File: config.mk
export PLATFORM = sky130hd
export DESIGN_NAME = rr_arbiter4
export DESIGN_NICKNAME = d
export VERILOG_FILES = /design/src/rtl/rr_arbiter4.sv
export SDC_FILE = /design/constraint.sdc
export NUM_CORES = 1
export LEC_CHECK = 0
export CAP_MARGIN = 15
export CORE_ASPECT_RATIO = 0.75
export CORE_MARGIN = 1
export CORE_UTILIZATION = 55
export DETAILED_ROUTE_END_ITERATION = 12
export HOLD_SLACK_MARGIN = 0.08
export PLACE_DENSITY = 0.82
export SLEW_MARGIN = 20
export SYNTH_ARGS = -nofsm -noshare
export SYNTH_HDL_FRONTEND = slang
export SYNTH_SLANG_ARGS = --single-unit
File: constraint.sdc
create_clock -name clk -period 2.75 [get_ports clk]
set_input_delay 0.4125 -clock clk [delete_from_list [all_inputs] [get_ports clk]]
set_output_delay 0.4125 -clock clk [all_outputs]
set_load 0.01 [all_outputs]
File: src/rtl/rr_arbiter4.sv
// rr_arbiter4 -- four-way round-robin arbiter with grant hold and forced rotation.
//
// One requester at a time owns a shared resource whose select lines are the
// one-hot grant. The holder keeps the grant until it drops its request, the
// arbiter is disabled, or it has held for MAX_HOLD cycles while another
// requester waits. In the last case the grant rotates to the next waiting
// requester.
//
// Parameters:
//   MAX_HOLD  consecutive grant cycles before forced rotation (1..255)
// Ports:
//   clk      in   clock, rising edge
//   rst      in   asynchronous active-high reset
//   en       in   enable; low drops any grant and blocks new grants
//   req[3:0] in   request lines, held high while wanting/using the resource
//   gnt[3:0] out  registered one-hot grant, zero when idle
//   gnt_idx  out  registered index of the holder (holds last value when idle)
//   busy     out  high while a grant is active
module rr_arbiter4 #(
  parameter int MAX_HOLD = 8
) (
  input  logic       clk,
  input  logic       rst,
  input  logic       en,
  input  logic [3:0] req,
  output logic [3:0] gnt,
  output logic [1:0] gnt_idx,
  output logic       busy
);

  localparam logic [7:0] HOLD_MAX = 8'(MAX_HOLD);

  typedef enum logic {IDLE, GRANT} state_e;

  state_e     state_q, state_d;
  logic [1:0] ptr_q, ptr_d;
  logic [1:0] idx_q, idx_d;
  logic [7:0] hold_q, hold_d;
  logic [3:0] gnt_q, gnt_d;

  function automatic logic [3:0] dec(input logic [1:0] i);
    dec = 4'b0001 << i;
  endfunction

  // Rotating priority scan: returns {found, index}. The loop walks from the
  // lowest priority position to the highest so the highest set one wins.
  function automatic logic [2:0] pick(input logic [3:0] r, input logic [1:0] p);
    logic [1:0] c;
    pick = 3'b000;
    for (int k = 3; k >= 0; k--) begin
      c = p + 2'(k);
      if (r[c]) pick = {1'b1, c};
    end
  endfunction

  logic [1:0] nxt_ptr;
  logic [2:0] arb_idle, arb_rel, arb_rot;

  assign nxt_ptr  = idx_q + 2'd1;
  assign arb_idle = pick(req, ptr_q);
  assign arb_rel  = pick(req, nxt_ptr);
  // Holder masked out: only competitors are eligible for a forced rotation.
  // Its found bit doubles as "someone else is waiting".
  assign arb_rot  = pick(req & ~dec(idx_q), nxt_ptr);

  always_comb begin
    state_d = state_q;
    ptr_d   = ptr_q;
    idx_d   = idx_q;
    hold_d  = hold_q;
    gnt_d   = gnt_q;
    case (state_q)
      IDLE: begin
        if (en && arb_idle[2]) begin
          state_d = GRANT;
          idx_d   = arb_idle[1:0];
          gnt_d   = dec(arb_idle[1:0]);
          hold_d  = 8'd1;
        end
      end
      GRANT: begin
        if (!en) begin
          // Disable wins over everything; ptr stays where it was.
          state_d = IDLE;
          gnt_d   = 4'b0000;
          hold_d  = 8'd0;
        end else if (!req[idx_q]) begin
          // Release: re-arbitrate this same edge for a zero-bubble handover.
          ptr_d = nxt_ptr;
          if (arb_rel[2]) begin
            idx_d  = arb_rel[1:0];
            gnt_d  = dec(arb_rel[1:0]);
            hold_d = 8'd1;
          end else begin
            state_d = IDLE;
            gnt_d   = 4'b0000;
            hold_d  = 8'd0;
          end
        end else if (hold_q == HOLD_MAX && arb_rot[2]) begin
          ptr_d  = nxt_ptr;
          idx_d  = arb_rot[1:0];
          gnt_d  = dec(arb_rot[1:0]);
          hold_d = 8'd1;
        end else if (hold_q != HOLD_MAX) begin
          hold_d = hold_q + 8'd1;
        end
      end
      default: begin
        state_d = IDLE;
        gnt_d   = 4'b0000;
        hold_d  = 8'd0;
      end
    endcase
  end

  always_ff @(posedge clk or posedge rst) begin
    if (rst) begin
      state_q <= IDLE;
      ptr_q   <= 2'd0;
      idx_q   <= 2'd0;
      hold_q  <= 8'd0;
      gnt_q   <= 4'b0000;
    end else begin
      state_q <= state_d;
      ptr_q   <= ptr_d;
      idx_q   <= idx_d;
      hold_q  <= hold_d;
      gnt_q   <= gnt_d;
    end
  end

  assign gnt     = gnt_q;
  assign gnt_idx = idx_q;
  assign busy    = (state_q == GRANT);

endmodule

=== Yosys cells after proc, flatten, opt, wreduce, memory -nomap -nowiden ===
Index checks and enable logic that the tools add are counted.
Widths: inputs -> output; s select.

* Add/sub/neg operators: 8
* Order comparisons: 9
* Multiplexer cells: 64
* Reductions and logical operators: 6
* Equal/unequal tests: 9
* Shift-type cells: 4
* Bitwise logic cells: 3

{| class="wikitable"
|+ Operator list
! cell !! count
|-
| $mux 8 || 5
|-
| $mux 3 || 12
|-
| $lt 2x3->1 const B || 9
|-
| $bmux 1 s2 || 13
|-
| $mux 4 || 5
|-
| $mux 1 || 18
|-
| $pmux 8 s2 || 1
|-
| $shl 1x2->4 const A || 4
|-
| $mux 2 || 7
|-
| $add 2x2->2 const B || 4
|-
| $add 8x1->8 const B || 1
|-
| $eq 8x4->1 const B || 1
|-
| $ne 8x4->1 const B || 1
|-
| $pmux 4 s2 || 1
|-
| $add 2x1->2 const B || 3
|-
| $ne 5x3->1 const B || 1
|-
| $and 4x4->4 || 1
|-
| $ne 2x2->1 const B || 2
|-
| $ne 4x3->1 const B || 1
|-
| $not 4->4 || 1
|-
| $pmux 2 s2 || 1
|-
| $reduce_and 2->1 || 2
|-
| $reduce_and 4->1 || 1
|-
| $ne 3x1->1 const B || 1
|-
| 6 further kinds || 7
|}

* Input port bits: 7
* Output and inout bits: 7
* Word-level logic and storage cells: 108
* Bits in registers: 17

=== Logic depth before layout (Yosys ltp) ===
* Word-level depth: 14
* Depth in mapped cells: 9
* Mapped depth without buffers: 8

=== Worst setup path after synthesis ===
Ideal clock, no wire load.

* Kind: register -> register
* Start point: reg hold_q[0]
* End point: reg gnt_q[0] (netlist: gnt[0])
* Data required time: 2664 ps
* Cell stages (with the launch flop): 9
* Library setup time: 86 ps
* Data arrival time: 2152 ps
* Period minus slack after synthesis: 2238 ps
* Path slack: 512 ps
* Path buffers: 0
* Cells stage by stage: dfrtp_1 -> inv_1 -> ha_1 -> or4b_4 -> or3_4 -> o21a_4 -> a21oi_4 -> nand4_2 -> o221ai_2

* Cells in the longest elaborated chain, start to end: 4

{| class="wikitable"
|+ Ends and longest elaborated chain
! what !! RTL line !! source
|-
| from (decl) || 38 || <nowiki>logic [7:0] hold_q, hold_d;</nowiki>
|-
| from (signal assigned) || 127 || <nowiki>hold_q <= hold_d;</nowiki>
|-
| $eq 8x4->1 || 99 || <nowiki>end else if (hold_q == HOLD_MAX && arb_rot[2]) begin</nowiki>
|-
| $logic_and 1x1->1 || 99 ||
|-
| $ne 4x3->1 (no line) || -- ||
|-
| $reduce_and 2->1 (no line) || -- ||
|-
| to (signal assigned) || 128 || <nowiki>gnt_q <= gnt_d;</nowiki>
|-
| to (decl) || 39 || <nowiki>logic [3:0] gnt_q, gnt_d;</nowiki>
|}

No other way between the ends.
A chain may end at the register's enable or synchronous reset.

=== Worst setup path after layout ===
Ends and elaborated chain as after synthesis.

==> summary.txt <==
Timing
  – Final setup TNS: 0 ns
  – Finish-stage setup viols: 0
  – Worst hold margin: between 0.4 and 0.5 ns
  – Slew Limit Fails: 0
  – FMAX: approximately 0.4 GHz
  – Worst slew pin tran: between 0.6 and 0.7 ns
  – Fin crit period: ~2.5 ns
  – Endpoints failing hold: 0
  – Period utilization: 0.9211
  – Slew HR: 0.5727
  – Clock skew: ~0.012 ns
  – RSZ-0062 raised after global routing: no

Worst hold path
  – Worst hold path type: input port to asynchronous set/reset pin

Power
  – Pleak: between 0.6 and 0.7 nW
  – Flop pwr share: 0.279
  – Internal power: ~760 µW
  – Sw frac: 0.4484
  – Pwr dens: 871.0 nW/µm²
  – Comb power frac: 0.620
  – Peak supply drop: approximately 0.0005 V
  – Switch Pwr: between 600 and 700 µW
  – Clock share of power: 0.101

Yosys
  – Number of synthesized flops with an enable pin: 0
  – Most frequent cell after synthesis: nand2_1
  – Yosys cell types: 48
  – Cell accounting for the most synthesized area: dfrtp_1
  – Synthesized cell area: between 1000 and 1500 µm²
  – Cells after Synth: about 170
  – Yosys warns: 0
  – Syn_area_per_cell: between 8 and 9 µm²
  – Yosys reg bits: 17
  – Syn Nets: approximately 180
  – Sequential share of the synthesized area: 0.3114
  – Asr flop ratio synth: 1.000
  – Yosys top cell area share: 0.3114
  – Synth top area cells: dfrtp_1, ha_1, nand2_1
  – Most frequent cells after synthesis: nand2_1, dfrtp_1, a21oi_1
  – Primary FF master, synth: dfrtp_1

Placement
  – Port buffer count: 13
  – Routability cong.: roughly 0.95
  – Dpl cell area: between 1500 and 2000 µm²
  – Dpl cells: ~210
  – Post-DP HPWL: 2484 µm

Die
  – Core footprint: approximately 2300 µm²
  – Die Width: between 50 and 60 µm
  – Initial Util: 0.5871
  – Full die area: 2690 µm²
  – Height of the chip: about 45 µm
  – Num ports: 14
  – Cell Rows: 15

Final layout
  – Nets: 196
  – Ant. Diodes: 0
  – Area growth syn-to-layout: 16.03%
  – Post-route cell area: ~1600 µm²
  – Fraction of layout cells with a size suffix above 1: 0.1484
  – Fin cells: around 220

Worst setup path
  – Worst path buffer plus inverter count: 1
  – Flop2flop setup slack: 0.22 ns
  – Cell family with most CP delay: simple AND/OR/NAND/NOR gates
  – CP Class: flip-flop to flip-flop
  – CP startpoint: hold_q[0]
  – CP Launch Type: flip-flop
  – CP cell instances: inv_1 -> ha_1 -> or4b_4 -> or3_4 -> o21a_4 -> a21oi_4 -> nand4_2 -> o221ai_2
  – Crit path largest cell delay: slightly below 0.5 ns
  – Critical Path RT: 2.98 ns
  – Critical path capture point type: flip-flop
  – Slowest cell on the critical path: or4b_4
  – CP Max Fanout: 7
  – CP Data Arrival Time: 2.76 ns
  – Reg2reg start: hold_q[0]

CTS
  – CTS Hold Buffers Added: 0
  – CTS sink cnt: 17
  – Clock Tree Root: clkbuf_4
  – CTS clk-pin slew, worst paths: around 0.11 ns
  – Clock Latency Late Sink: roughly 0.30 ns
  – CTS tree: built
  – CTS Buffer Depth: 2
  – Resize count post-CTS: 0
  – Number of CTS-inserted buffers: 3
  – H-tree depth: 1
  – Setup Fix Bufs, Post-CTS: 0

Drt
  – Vias: about 1300
  – 1st-pass router iterations: 4
  – Via density: 6.111
  – Final antenna-violating net count: 0
  – WL/cell: ~15 µm
  – DR DRC count: 0
  – Initial DRC count: 97
  – Final wirelength: roughly 3300 µm

Global route
  – Aggregate global routing overflow: 0
  – All-Layer GR Usage: 0.2848
  – Vias in the first global route: approximately 1200
  – Pin count of the biggest net entering global routing: 18
  – First-pass GRT wire length: about 5600 µm
  – Initial antenna violation count: 0

Run status
  – Outcome: finished clean

Run
  – Max Cap Viol: 0
==> power by group through the flow <==
| stage | Clock (mW) | Sequential, mW | Combinational (mW) |
|---|---|---|---|
| floorplan | 0 | 0.397 | 0.557 |
| global placement | 0 | 0.388 | 0.815 |
| detailed placement | 0 | 0.388 | 0.835 |
| CTS | 0.141 | 0.385 | 0.847 |
| global route | 0.153 | 0.395 | 0.953 |
| finish | 0.139 | 0.385 | 0.857 |
==> cell type report <==
class	count	area, µm²
multi-input combinational	128	859.6
fill	193	742.0
sequential	17	425.4
timing repair buffer	20	182.7
inverter	13	48.80
tap	34	42.54
clock buffer	4	26.28
==> worst register-to-register path: stages, from the launching register on <==
cell and delay [ns]:
dfrtp_1 0.44, inv_1 0.07, ha_1 0.20, or4b_4 0.49
or3_4 0.40, o21a_4 0.24, a21oi_4 0.24, nand4_2 0.16
o221ai_2 0.22
==> path summary, 6_finish.rpt <==
kind,endpoint,cells after the start
min in group clk,ptr_q[0],2
worst min-delay path,gnt[0],2
worst min register to register,ptr_q[0],2
worst max-delay path,gnt[0],8
max in group asynchronous,gnt[3],2
worst max register to register,gnt[0],8
==> state kept, by name, summed over array words and instances (netlist names) <==
signal / cells
hold_q: 8
ptr_q: 2
gnt: 4
gnt_idx: 2
busy: 1
==> metal layers <==
| metal | wire (µm) | track usage | vias up | part of all wire |
|---|---|---|---|---|
| met5 | 0 | 0 | - | 0 |
| met4 | 43 | 0.06047 | 0 | 0.013 |
| met3 | 299 | 0.07736 | 8 | 0.092 |
| met2 | 1368 | 0.3888 | 69 | 0.42 |
| met1 | 1542 | 0.4415 | 608 | 0.47 |
| li1 | - | - | 635 | - |
==> placed cells by master (no fill, tap or decap), drive strengths merged, types with 3 or more instances in the layout <==
| cell | count |
|---|---|
| nand4 | 5 |
| a21oi | 15 |
| clkdlybuf4s50 | 13 |
| nor2 | 9 |
| ha | 6 |
| nor3 | 4 |
| buf | 7 |
| clkbuf | 4 |
| inv | 13 |
| o22ai | 3 |
| nand2 | 19 |
| or3 | 5 |
| a211oi | 3 |
| nand3 | 4 |
| and2 | 3 |
| dfrtp | 17 |
| or4 | 3 |
| and2b | 4 |
| o21ai | 14 |
==> cells by family after synthesis <==
kind of cell | count (synthesis) | share of synthesized area
simple gates | 68 | 0.2885
compound gates | 48 | 0.2308
buf+inv | 21 | 0.05953
flops | 17 | 0.3114
fa+ha+maj | 6 | 0.05494
mux | 4 | 0.04213
xor+xnor | 2 | 0.01282
==> through the flow <==
| stage | util | setup slack, ns | power (mW) |
|---|---|---|---|
| after floorplan | - | 0.5121 | 0.9536 |
| after global routing | 0.6812 | 0.09144 | 1.500 |
| after global placement | 0.6699 | 0.2493 | 1.203 |
| after CTS | 0.6812 | 0.2475 | 1.372 |
| after detailed placement | 0.6699 | 0.1971 | 1.223 |
| final | 0.6812 | 0.2169 | 1.381 |
Note: power is estimated with default switching activity, not from simulation.
